### config.mk
export PLATFORM = sky130hd
export DESIGN_NAME = gray_conv_arbiter
export DESIGN_NICKNAME = d
export VERILOG_FILES = /design/src/rtl/gray_arb_pkg.sv /design/src/rtl/gray_to_bin_w.sv /design/src/rtl/gray_conv_arbiter.sv
export SDC_FILE = /design/constraint.sdc
export NUM_CORES = 1
export LEC_CHECK = 0
export CAP_MARGIN = 20
export CORE_AREA = 3 3 61 63
export DETAILED_ROUTE_END_ITERATION = 8
export DIE_AREA = 0 0 64 66
export HOLD_SLACK_MARGIN = 0.15
export PLACE_DENSITY = 0.84
export SLEW_MARGIN = 15
export SYNTH_ARGS = -nofsm -noshare
export SYNTH_HDL_FRONTEND = slang
export SYNTH_SLANG_ARGS = --single-unit
### constraint.sdc
create_clock -name clk -period 3.1 [get_ports clk]
set_clock_uncertainty 0.05 [all_clocks]
set_input_delay 0.62 -clock clk [delete_from_list [all_inputs] [get_ports clk]]
set_output_delay 0.62 -clock clk [all_outputs]
set_load 0.005 [all_outputs]
### src/rtl/gray_arb_pkg.sv
// gray_arb_pkg: default sizes, id-width helper and output-slot state encoding
package gray_arb_pkg;
   localparam int N_REQ_D = 4;
   localparam int W_D     = 4;
   localparam int CNT_W_D = 16;
   typedef enum logic {EMPTY = 1'b0, FULL = 1'b1} slot_t;
   function automatic int id_w(input int n);
      return (n > 2) ? $clog2(n) : 1;
   endfunction
endpackage

### src/rtl/gray_to_bin_w.sv
// gray_to_bin_w: combinational Gray-to-binary converter
module gray_to_bin_w #(
   parameter int W = 4
) (
   input  logic [W-1:0] g,
   output logic [W-1:0] b
);
   // each binary bit is the parity of all Gray bits at or above it
   for (genvar i = 0; i < W; i++) begin : g_bit
      assign b[i] = ^(g >> i);
   end
endmodule

### src/rtl/gray_conv_arbiter.sv
// gray_conv_arbiter: round-robin sharing of one Gray-to-binary converter with a one-entry output slot
module gray_conv_arbiter
   import gray_arb_pkg::*;
#(
   parameter int N_REQ = N_REQ_D,
   parameter int W     = W_D,
   parameter int CNT_W = CNT_W_D
) (
   input  logic                      clk,
   input  logic                      rst_n,
   input  logic [N_REQ-1:0]          req_valid,
   input  logic [N_REQ*W-1:0]        req_gray,
   output logic [N_REQ-1:0]          req_ready,
   output logic                      out_valid,
   input  logic                      out_ready,
   output logic [W-1:0]              out_bin,
   output logic [W-1:0]              out_gray,
   output logic [id_w(N_REQ)-1:0]    out_id,
   output logic [CNT_W-1:0]          conv_count
);
   localparam int IW = id_w(N_REQ);
   slot_t         state, state_nx;
   logic [IW-1:0] rr_ptr, win;
   logic          found, can_take, take;
   logic [W-1:0]  win_gray, win_bin;
   // scan from the far end so the requester closest to rr_ptr is written last and wins
   always_comb begin
      win   = '0;
      found = 1'b0;
      for (int k = N_REQ - 1; k >= 0; k--) begin
         if (req_valid[(int'(rr_ptr) + k) % N_REQ]) begin
            win   = IW'((int'(rr_ptr) + k) % N_REQ);
            found = 1'b1;
         end
      end
   end
   assign can_take  = !out_valid | out_ready;
   assign take      = rst_n & found & can_take;
   assign req_ready = take ? (N_REQ'(1) << win) : '0;
   assign win_gray  = req_gray[win*W +: W];
   gray_to_bin_w #(.W(W)) u_conv (
      .g(win_gray),
      .b(win_bin)
   );
   always_ff @(posedge clk) state <= !rst_n ? EMPTY : state_nx;
   always_comb state_nx = take ? FULL : (out_ready ? EMPTY : state);
   always_comb out_valid = (state == FULL);
   always_ff @(posedge clk) begin
      if (!rst_n) begin
         out_gray   <= '0;
         out_bin    <= '0;
         out_id     <= '0;
         rr_ptr     <= '0;
         conv_count <= '0;
      end else if (take) begin
         out_gray   <= win_gray;
         out_bin    <= win_bin;
         out_id     <= win;
         rr_ptr     <= (win == IW'(N_REQ - 1)) ? '0 : win + 1'b1;
         conv_count <= conv_count + 1'b1;
      end
   end
endmodule

Word-level counts from Yosys, hierarchy flattened
Cells that the tools add are included.

Add/subtract/negate cells: 5. Multipliers: 0. Div/mod/pow operators: 0. Order comparisons: 4. Eq/ne operators: 1. Shift-type cells: 2. Multiplexer cells: 23. Bitwise logic cells: 6. Reductions and logical operators: 9.

Operators by type and width (count): adder 16 x 1 -> 16 bit (second input constant) (1); XOR reduction 4 bit (4); indexed part select 16 x 5 -> 4 bit (1); 2-to-1 mux 1 bit (13); less-than comparator 3 x 4 -> 1 bit (second input constant) (3); 2-to-1 mux 2 bit (5); binary-select mux 1 bit (select 2 bit) (4); OR reduction 2 bit (3); adder 2 x 1 -> 2 bit (second input constant) (2); adder 2 bit (second input constant) (2); 2-to-1 mux 4 bit (1); left shift 1 x 2 -> 4 bit (first input constant) (1); AND 1 bit (first input constant) (3); less-than comparator 2 x 3 -> 1 bit (second input constant) (1); AND 1 bit (2); == test 2 bit (second input constant) (1); nonzero test 2 bit (1); logical NOT 1 bit (1); OR 1 bit (1).

Flip-flop bits (word level): 29. Latch bits: 0. Bits in writable memories: 0. Memory bits (read-only): 0. Input bits: 23. Output and inout bits: 31. Logic and storage cells: 56. Memories: 0.

Longest topological paths before layout
Gate-level depths: netlist of the first run.

Depth in word-level cells: 13. Mapped depth: 8. Gate-level depth less buffers: 8.

Cells and area by module
A second synthesis of the first run with hierarchy kept.

Cell total of the unflattened synthesis: 169. Area, all modules: 1496.4 sq um.

Modules (own cells, without submodules): gray_conv_arbiter (times used 1, cells an instance 164, area an instance 1446.4 sq um); gray_to_bin_w (times used 1, cells an instance 5, area an instance 50.0 sq um).

Worst setup path after synthesis of the first run
OpenSTA, ideal clock, no wires.

Kind: input to output. Start point: input req_valid[2]. End point: output req_ready[3]. Data arrival time: 1.702 ns. Setup slack: 0.728 ns. Stages on the path: 6. Path through: nor2b_1 a211o_4 nand2_1 inv_1 ha_1 and2_1.

Elaborated cells between the ends (all ways): 23.

RTL lines: start, declared (RTL line gray_conv_arbiter.sv:11) `input logic [N_REQ-1:0] req_valid,`; binary-select mux 1 bit (select 2 bit) (RTL line gray_conv_arbiter.sv:31) `if (req_valid[(int'(rr_ptr) + k) % N_REQ]) begin`; 2-to-1 mux 1 bit (not written as such) (2 in a row) (RTL line gray_conv_arbiter.sv:31); 2-to-1 mux 2 bit (3 in a row) (RTL line gray_conv_arbiter.sv:31); 2-to-1 mux 2 bit * (RTL line gray_conv_arbiter.sv:31); via win[1] (RTL line gray_conv_arbiter.sv:23) `logic [IW-1:0] rr_ptr, win;`; left shift 1 x 2 -> 4 bit * (RTL line gray_conv_arbiter.sv:39) `assign req_ready = take ? (N_REQ'(1) << win) : '0;`; 2-to-1 mux 4 bit * (RTL line gray_conv_arbiter.sv:39); end, declared (RTL line gray_conv_arbiter.sv:13) `output logic [N_REQ-1:0] req_ready,`.

Mark *: on every way through the listed nets, which the timed path passes. The rest lies on a longest branch. The select of a mux whose other input is x is not followed.

Worst setup path after layout of the first run
Start point: input req_valid[0]. End point: output req_ready[2].

Word-level cells in the longest chain between the ends: 10. Elaborated cells between the ends (all ways): 23.

Ends and longest elaborated chain: binary-select mux 1 bit (select 2 bit) (RTL line gray_conv_arbiter.sv:31); 2-to-1 mux 1 bit (not written as such) (2 in a row) (RTL line gray_conv_arbiter.sv:31); 2-to-1 mux 1 bit (4 in a row) (RTL line gray_conv_arbiter.sv:31); AND 1 bit (2 in a row) (RTL line gray_conv_arbiter.sv:38) `assign take = rst_n & found & can_take;`; 2-to-1 mux 4 bit * (RTL line gray_conv_arbiter.sv:39).

Mark *: on every way between the ends. The rest lies on a longest branch, timed or not. The select of a mux whose other input is x is not followed.

==> results_dict.tcl, run 1 <==
set metrics [dict create \
    dieArea_sq_um 4220 \
    p_switching_uw 323 \
    grt_max_degree 19 \
    synth_area_sq_um 1490 \
    viasPerCell 5.03 \
    final_cell_area_sq_um 2230 \
    crit_type "in2out" \
    worst-path-buf-inv 3 \
    fmax_ghz 0.356 \
    core-area_sq_um 3280 \
    tightest_slew_ps 510 \
    path_depth 8 \
    synth_edf_count 0 \
    drc 0 \
    p_per_area_nw_per_um2 462 \
    final_util_pct 67.8 \
    drv_cap 0 \
    synth_area_leaders "dfxtp_1, nand3_1, xor2_1" \
    detail-route-antenna-nets 0 \
    final.min_clock_period_ps 2810 \
    drt-total-wl_um 3620 \
    drt_iter0_drc 55 \
    ir_drop_mv 0.257 \
    final_cells 299 \
    seq_area_frac_synth_pct 37.7 \
    cpPeakStageDelay_ps 310 \
    htreeDepth 1 \
    r2r-start "rr_ptr[0]" \
    die_x_um 64 \
    outcome "finished clean" \
    cts.sinks 28 \
    antenna_found_initial 0 \
    nets 283 \
    cts_tree "built" \
    rsz0062_at_grt "false" \
    avgSynthCellArea_sq_um 8.17 \
    path_common_cell "dlygate4sd2_1" \
    leakagePower_nw 0.949 \
    slew_headroom_pct 65.8 \
    clock-root-buffer "clkbuf_4" \
    critPathLaunchType "input pin" \
    critPathSlowestCell "a211o_1" \
    placed_cell_area_sq_um 2180 \
    wl_per_cell_um 12.1 \
    finalWorstSetupSlack_ps 288 \
    place_congestion 0.825 \
    hold_path.startpoint "out_gray[0]" \
    ys_warn_count 0 \
    post-dp-hpwl_um 2830 \
    maxSlewViolCount 0 \
    critical_path.endpoint_type "output pin" \
    clk_pin_slew_worst_paths_ps 140 \
    cp.arrival_ps 2140 \
    cp-endpoint "req_ready[2]" \
    row_count 21 \
    period_share_pct 90.7 \
    grt_pass1_wl_um 6070 \
    power_mw 1.03 \
    grtUsageTotal_pct 17.7 \
    cp.required_ps 2430 \
    worstPathMaxFanout 4 \
    async_flop_share_pct 0 \
    die_h_um 66 \
    synth_nets 210 \
    p_int_uw 705 \
    power.share.switching_pct 31.4 \
    synth_ff_type "dfxtp_1" \
    ys_types 37 \
    r2r_slack_ps 840 \
    dpl_worst_slack_ps -144 \
    insertion_delay_ps 310 \
    power_frac_comb_pct 43.8 \
    via_count 1505 \
    finalHoldWorstSlack_ps 421 \
    synthTopCellsByCount "dfxtp_1, nand3_1, nand2_1" \
    syn2layout_area_growth_pct 49.8 \
    ys_ff_latch 28 \
    numPortBuffers 53 \
    seqPwrFrac_pct 42.2 \
    drive_above_1_share_pct 13.8 \
    setup_viol 0 \
    cpLargestDelayFamily "buffers and inverters" \
    startpoint "req_valid[0]" \
    syn_inst 182 \
    power_frac_clock_pct 13.9 \
    tns_ps 0 \
    firstDrtPassIters 4 \
    yosysTopAreaCellShare_pct 37.7 \
    holdCritPathClass "reg2reg" \
    initial_core_util_pct 45.3 \
    antenna_cells 0 \
    clock_path_buffers 2 \
    timing.rr.end "out_bin[0]" \
    grt_overflow_total 0 \
    n_fill_cell 289 \
    worstPathCellList "dlygate4sd2_1, nand2b_1, a21oi_1, a211o_1, buf_4, ha_1, and2_1, dlygate4sd2_1" \
    worstRegToRegCells 10 \
    placedCellCount 292 \
    grt_pass1_vias 1439 \
    hold_viol 0 \
    synth_top_cell_by_area "dfxtp_1" \
    cts_inserted_buffers 3 \
    ios 54 \
]
[cell families (layout without fill, tap and decap cells)]
kind of cell | Yosys count | count (layout) | synth area share [%]
xor+xnor | 16 | 16 | 10.3
fa+ha+maj | 5 | 5 | 4.21
flops | 28 | 28 | 37.7
compound gates | 30 | 30 | 14.1
buf+inv | 13 | 84 | 3.62
simple gates | 90 | 90 | 30.0
[placed cells by master (no fill, tap or decap), types with 2 or more instances in the layout]
| cell type | synthesis | routed |
|---|---|---|
| a211o_1 | 2 | 2 |
| nand4_1 | 4 | 4 |
| inv_1 | 5 | 5 |
| and3_4 | 2 | 2 |
| nand2b_1 | 3 | 3 |
| and3_1 | 4 | 4 |
| nor2_1 | 17 | 17 |
| a22o_1 | 2 | 2 |
| dlygate4sd2_1 | 0 | 7 |
| and2_1 | 5 | 5 |
| clkdlybuf4s50_1 | 0 | 45 |
| nand2_1 | 19 | 18 |
| xnor2_1 | 2 | 2 |
| buf_4 | 1 | 21 |
| xor2_1 | 13 | 13 |
| nand3_1 | 28 | 28 |
| nand2_2 | 1 | 2 |
| clkbuf_4 | 0 | 3 |
| a21oi_1 | 6 | 6 |
| nor3_1 | 3 | 3 |
| a211oi_2 | 2 | 2 |
| ha_1 | 5 | 5 |
| dfxtp_1 | 28 | 28 |
| o21ai_0 | 9 | 9 |
[metal layers]
layer	vias up	global-route usage [%]	wire length, um
li1	776	-	-
met1	686	19.7	1610
met2	41	33.2	1810
met3	2	4.25	196
met4	0	5.12	11
met5	-	0	0
[final cells by class]
cell class | count | area, sq um | area share [%]
Multi-Input combinational cell | 141 | 878 | 39.4
Inverter | 7 | 27.5 | 1.24
Clock buffer | 3 | 22.5 | 1.01
Tap cell | 46 | 57.6 | 2.58
Timing Repair Buffer | 74 | 682 | 30.6
Sequential cell | 28 | 561 | 25.2
[power by group through the flow]
stage | registers, mW | logic, mW | clock network, mW
after global routing | 0.439 | 0.497 | 0.169
after detailed placement | 0.440 | 0.432 | 0
after CTS | 0.433 | 0.437 | 0.150
final | 0.434 | 0.451 | 0.143
after floorplan | 0.438 | 0.230 | 0
after global placement | 0.440 | 0.425 | 0
[worst reg2reg max path: cells and delay by family, from the launching register on]
kind | cells | cell delay [ps]
AO/OA/AOI/OAI | 5 | 1120
flip-flops | 1 | 430
buffers and inverters | 3 | 330
AND/OR/NAND/NOR | 2 | 290
[worst min-delay path by stage]
stage                  endpoint  slack, ps  cells after the start
finish              out_gray[0]        420                      2
global route        out_gray[1]        460                      2
CTS                 out_gray[1]        420                      2
detailed placement  out_gray[1]        400                      2
global placement      out_id[0]        400                      2
floorplan           out_gray[0]        400                      2
[flip-flops by register name, summed over array words and instances (netlist names)]
name,count
out_bin,4
out_valid,1
out_id,2
out_gray,3
rr_ptr,2
conv_count,16
[repair_timing]
| action | 4_1_cts | 5_1_grt |
|---|---|---|
| setup buffers | 1 | 3 |
| gates cloned | 0 | 0 |
| resized for setup | 9 | 1 |
| pin swaps | 1 | 1 |
| hold buffers | 0 | 0 |
| setup endpoints to repair | 4 | 3 |
Power figures use the tool's default switching activity.
==> inputs of run 2 (changes only) <==
--- a/config.mk
+++ b/config.mk
@@ -6,11 +6,12 @@
 export NUM_CORES = 1
 export LEC_CHECK = 0
 export CAP_MARGIN = 20
-export CORE_AREA = 3 3 61 63
+export CORE_AREA = 3 3 57 59
 export DETAILED_ROUTE_END_ITERATION = 8
-export DIE_AREA = 0 0 64 66
+export DIE_AREA = 0 0 60 62
+export DONT_BUFFER_PORTS = 1
 export HOLD_SLACK_MARGIN = 0.15
-export PLACE_DENSITY = 0.84
+export PLACE_DENSITY = 0.7
 export SLEW_MARGIN = 15
 export SYNTH_ARGS = -nofsm -noshare
 export SYNTH_HDL_FRONTEND = slang
==> results_dict.tcl, run 2 (synthesis gave the netlist of run 1 again) <==
set metrics [dict create \
    cp.required_ps 2430 \
    cts_hold_buf 0 \
    reg_top3 "conv_count: 16 flops, out_bin: 4 flops, out_gray: 3 flops" \
    placed_cell_area_sq_um 1510 \
    tns_ps 0 \
    core-area_sq_um 2760 \
    p_switching_uw 289 \
    setup_viol 0 \
    crit_type "reg2out" \
    grt_max_degree 19 \
    outcome "finished clean" \
    final_util_pct 56.0 \
    r2r-start "rr_ptr[0]" \
    grtUsageTotal_pct 19.3 \
    dieArea_sq_um 3720 \
    antenna_cells 0 \
    final_cell_area_sq_um 1540 \
    largest_reg_flops 16 \
    period_share_pct 85.1 \
    tightest_slew_ps 727 \
    maxSlewViolCount 0 \
    drt_iter0_drc 74 \
    fmax_ghz 0.379 \
    clk_pin_slew_worst_paths_ps 140 \
    p_int_uw 591 \
    wl_per_cell_um 15.2 \
    viasPerCell 5.99 \
    die_x_um 60 \
    n_fill_cell 281 \
    detail-route-antenna-nets 0 \
    leakagePower_nw 0.632 \
    nets 210 \
    rsz0062_at_grt "false" \
    place_congestion 0.833 \
    ir_drop_mv 0.321 \
    row_count 19 \
    syn2layout_area_growth_pct 3.78 \
    power_frac_comb_pct 29.9 \
    grt_pass1_wl_um 5420 \
    layout_common_cells "nand3_1, dfxtp_1, nand2_1" \
    die_h_um 62 \
    cts.sinks 28 \
    power.share.switching_pct 32.8 \
    register_area_sq_um 561 \
    initial_core_util_pct 53.9 \
    post_cts_buffers 0 \
    drv_cap 0 \
    cp.arrival_ps 1970 \
    grt_pass1_vias 1230 \
    htreeDepth 1 \
    grt_overflow_total 0 \
    firstDrtPassIters 4 \
    via_count 1269 \
    startpoint "rr_ptr[1]" \
    regMostFlops "conv_count" \
    cts_inserted_buffers 3 \
    multi_input_area_sq_um 873 \
    ios 54 \
    worstPathMaxFanout 9 \
    holdCritPathClass "in2reg" \
    hold_path.startpoint "rst_n" \
    critPathLaunchType "register" \
    p_per_area_nw_per_um2 570 \
    insertion_delay_ps 330 \
    drt-total-wl_um 3220 \
    finalHoldWorstSlack_ps 374 \
    ctsResizeCount 0 \
    post-dp-hpwl_um 2520 \
    antenna_found_initial 0 \
    final.min_clock_period_ps 2640 \
    seqPwrFrac_pct 50.1 \
    drc 0 \
    power_frac_clock_pct 20.0 \
    r2r_slack_ps 880 \
    critical_path.endpoint_type "output pin" \
    clock-root-buffer "clkbuf_4" \
    numPortBuffers 0 \
    hold_viol 0 \
    power_uw 880 \
    slew_headroom_pct 51.2 \
    drive_above_1_share_pct 7.73 \
    cts_tree "built" \
    clock_path_buffers 2 \
]
==> run 2: cell count changes in the layout (fill, tap and decap cells not counted) <==
cell / before / now
clkdlybuf4s50_1: 45 / 0
buf_4: 21 / 1
dlygate4sd2_1: 7 / 0
clkbuf_8: 0 / 1
dlymetal6s2s_1: 1 / 0
nand2_1: 18 / 19
nand2_2: 2 / 1
nor2b_1: 1 / 2
nor2b_2: 1 / 0
==> run 2: layout make-up <==
class / instances / share of cell area, %
Multi-Input combinational cell: 141 / 56.6
Sequential cell: 28 / 36.3
Tap cell: 31 / 2.51
Clock buffer: 4 / 2.35
Inverter: 7 / 1.78
Timing Repair Buffer: 1 / 0.486
==> run 2: power by group through the flow <==
stage               combinational, mW  clock (mW)  sequential, mW
detailed placement              0.265           0           0.451
global route                    0.307       0.197           0.448
floorplan                       0.230           0           0.438
global placement                0.255           0           0.449
finish                          0.264       0.176           0.441
CTS                             0.266       0.183           0.443
==> run 2: metal layers <==
layer	vias up	share of wire [%]	GRT usage, %
met5	-	0	0
met4	0	1.5	7.59
met3	4	8.5	4.75
met2	48	49	34.4
met1	589	41	22.3
li1	628	-	-
==> run 2: stage by stage <==
| stage | setup WS (ps) | cells |
|---|---|---|
| 3_5_place_dp | 588 | 208 |
| 3_3_place_gp | 663 | 208 |
| 4_1_cts | 442 | 212 |
| 6_report | 463 | 212 |
| 2_1_floorplan | 728 | 182 |
| 5_1_grt | 315 | 212 |
==> run 2: path summary, 6_finish.rpt <==
path                                      to  cells past startpoint
worst max-delay path            req_ready[3]                      6
worst min-delay path               rr_ptr[1]                      2
worst max register to register    out_bin[0]                      8
worst min register to register   out_gray[1]                      2
==> run 2: critical path: stages (launching register included) <==
cell and delay, ps:
dfxtp_1 450, nand2_2 90, a211o_4 380, nand2_1 230, inv_1 110, ha_1 230
and2_1 150
==> inputs of run 3 (changes only) <==
--- a/config.mk
+++ b/config.mk
@@ -10,6 +10,7 @@
 export DETAILED_ROUTE_END_ITERATION = 8
 export DIE_AREA = 0 0 60 62
 export DONT_BUFFER_PORTS = 1
+export GPL_TIMING_DRIVEN = 1
 export HOLD_SLACK_MARGIN = 0.15
 export PLACE_DENSITY = 0.7
 export SLEW_MARGIN = 15
==> results of run 3 <==
Same layout as run 2: the final DEF is identical, and so are final timing and power.
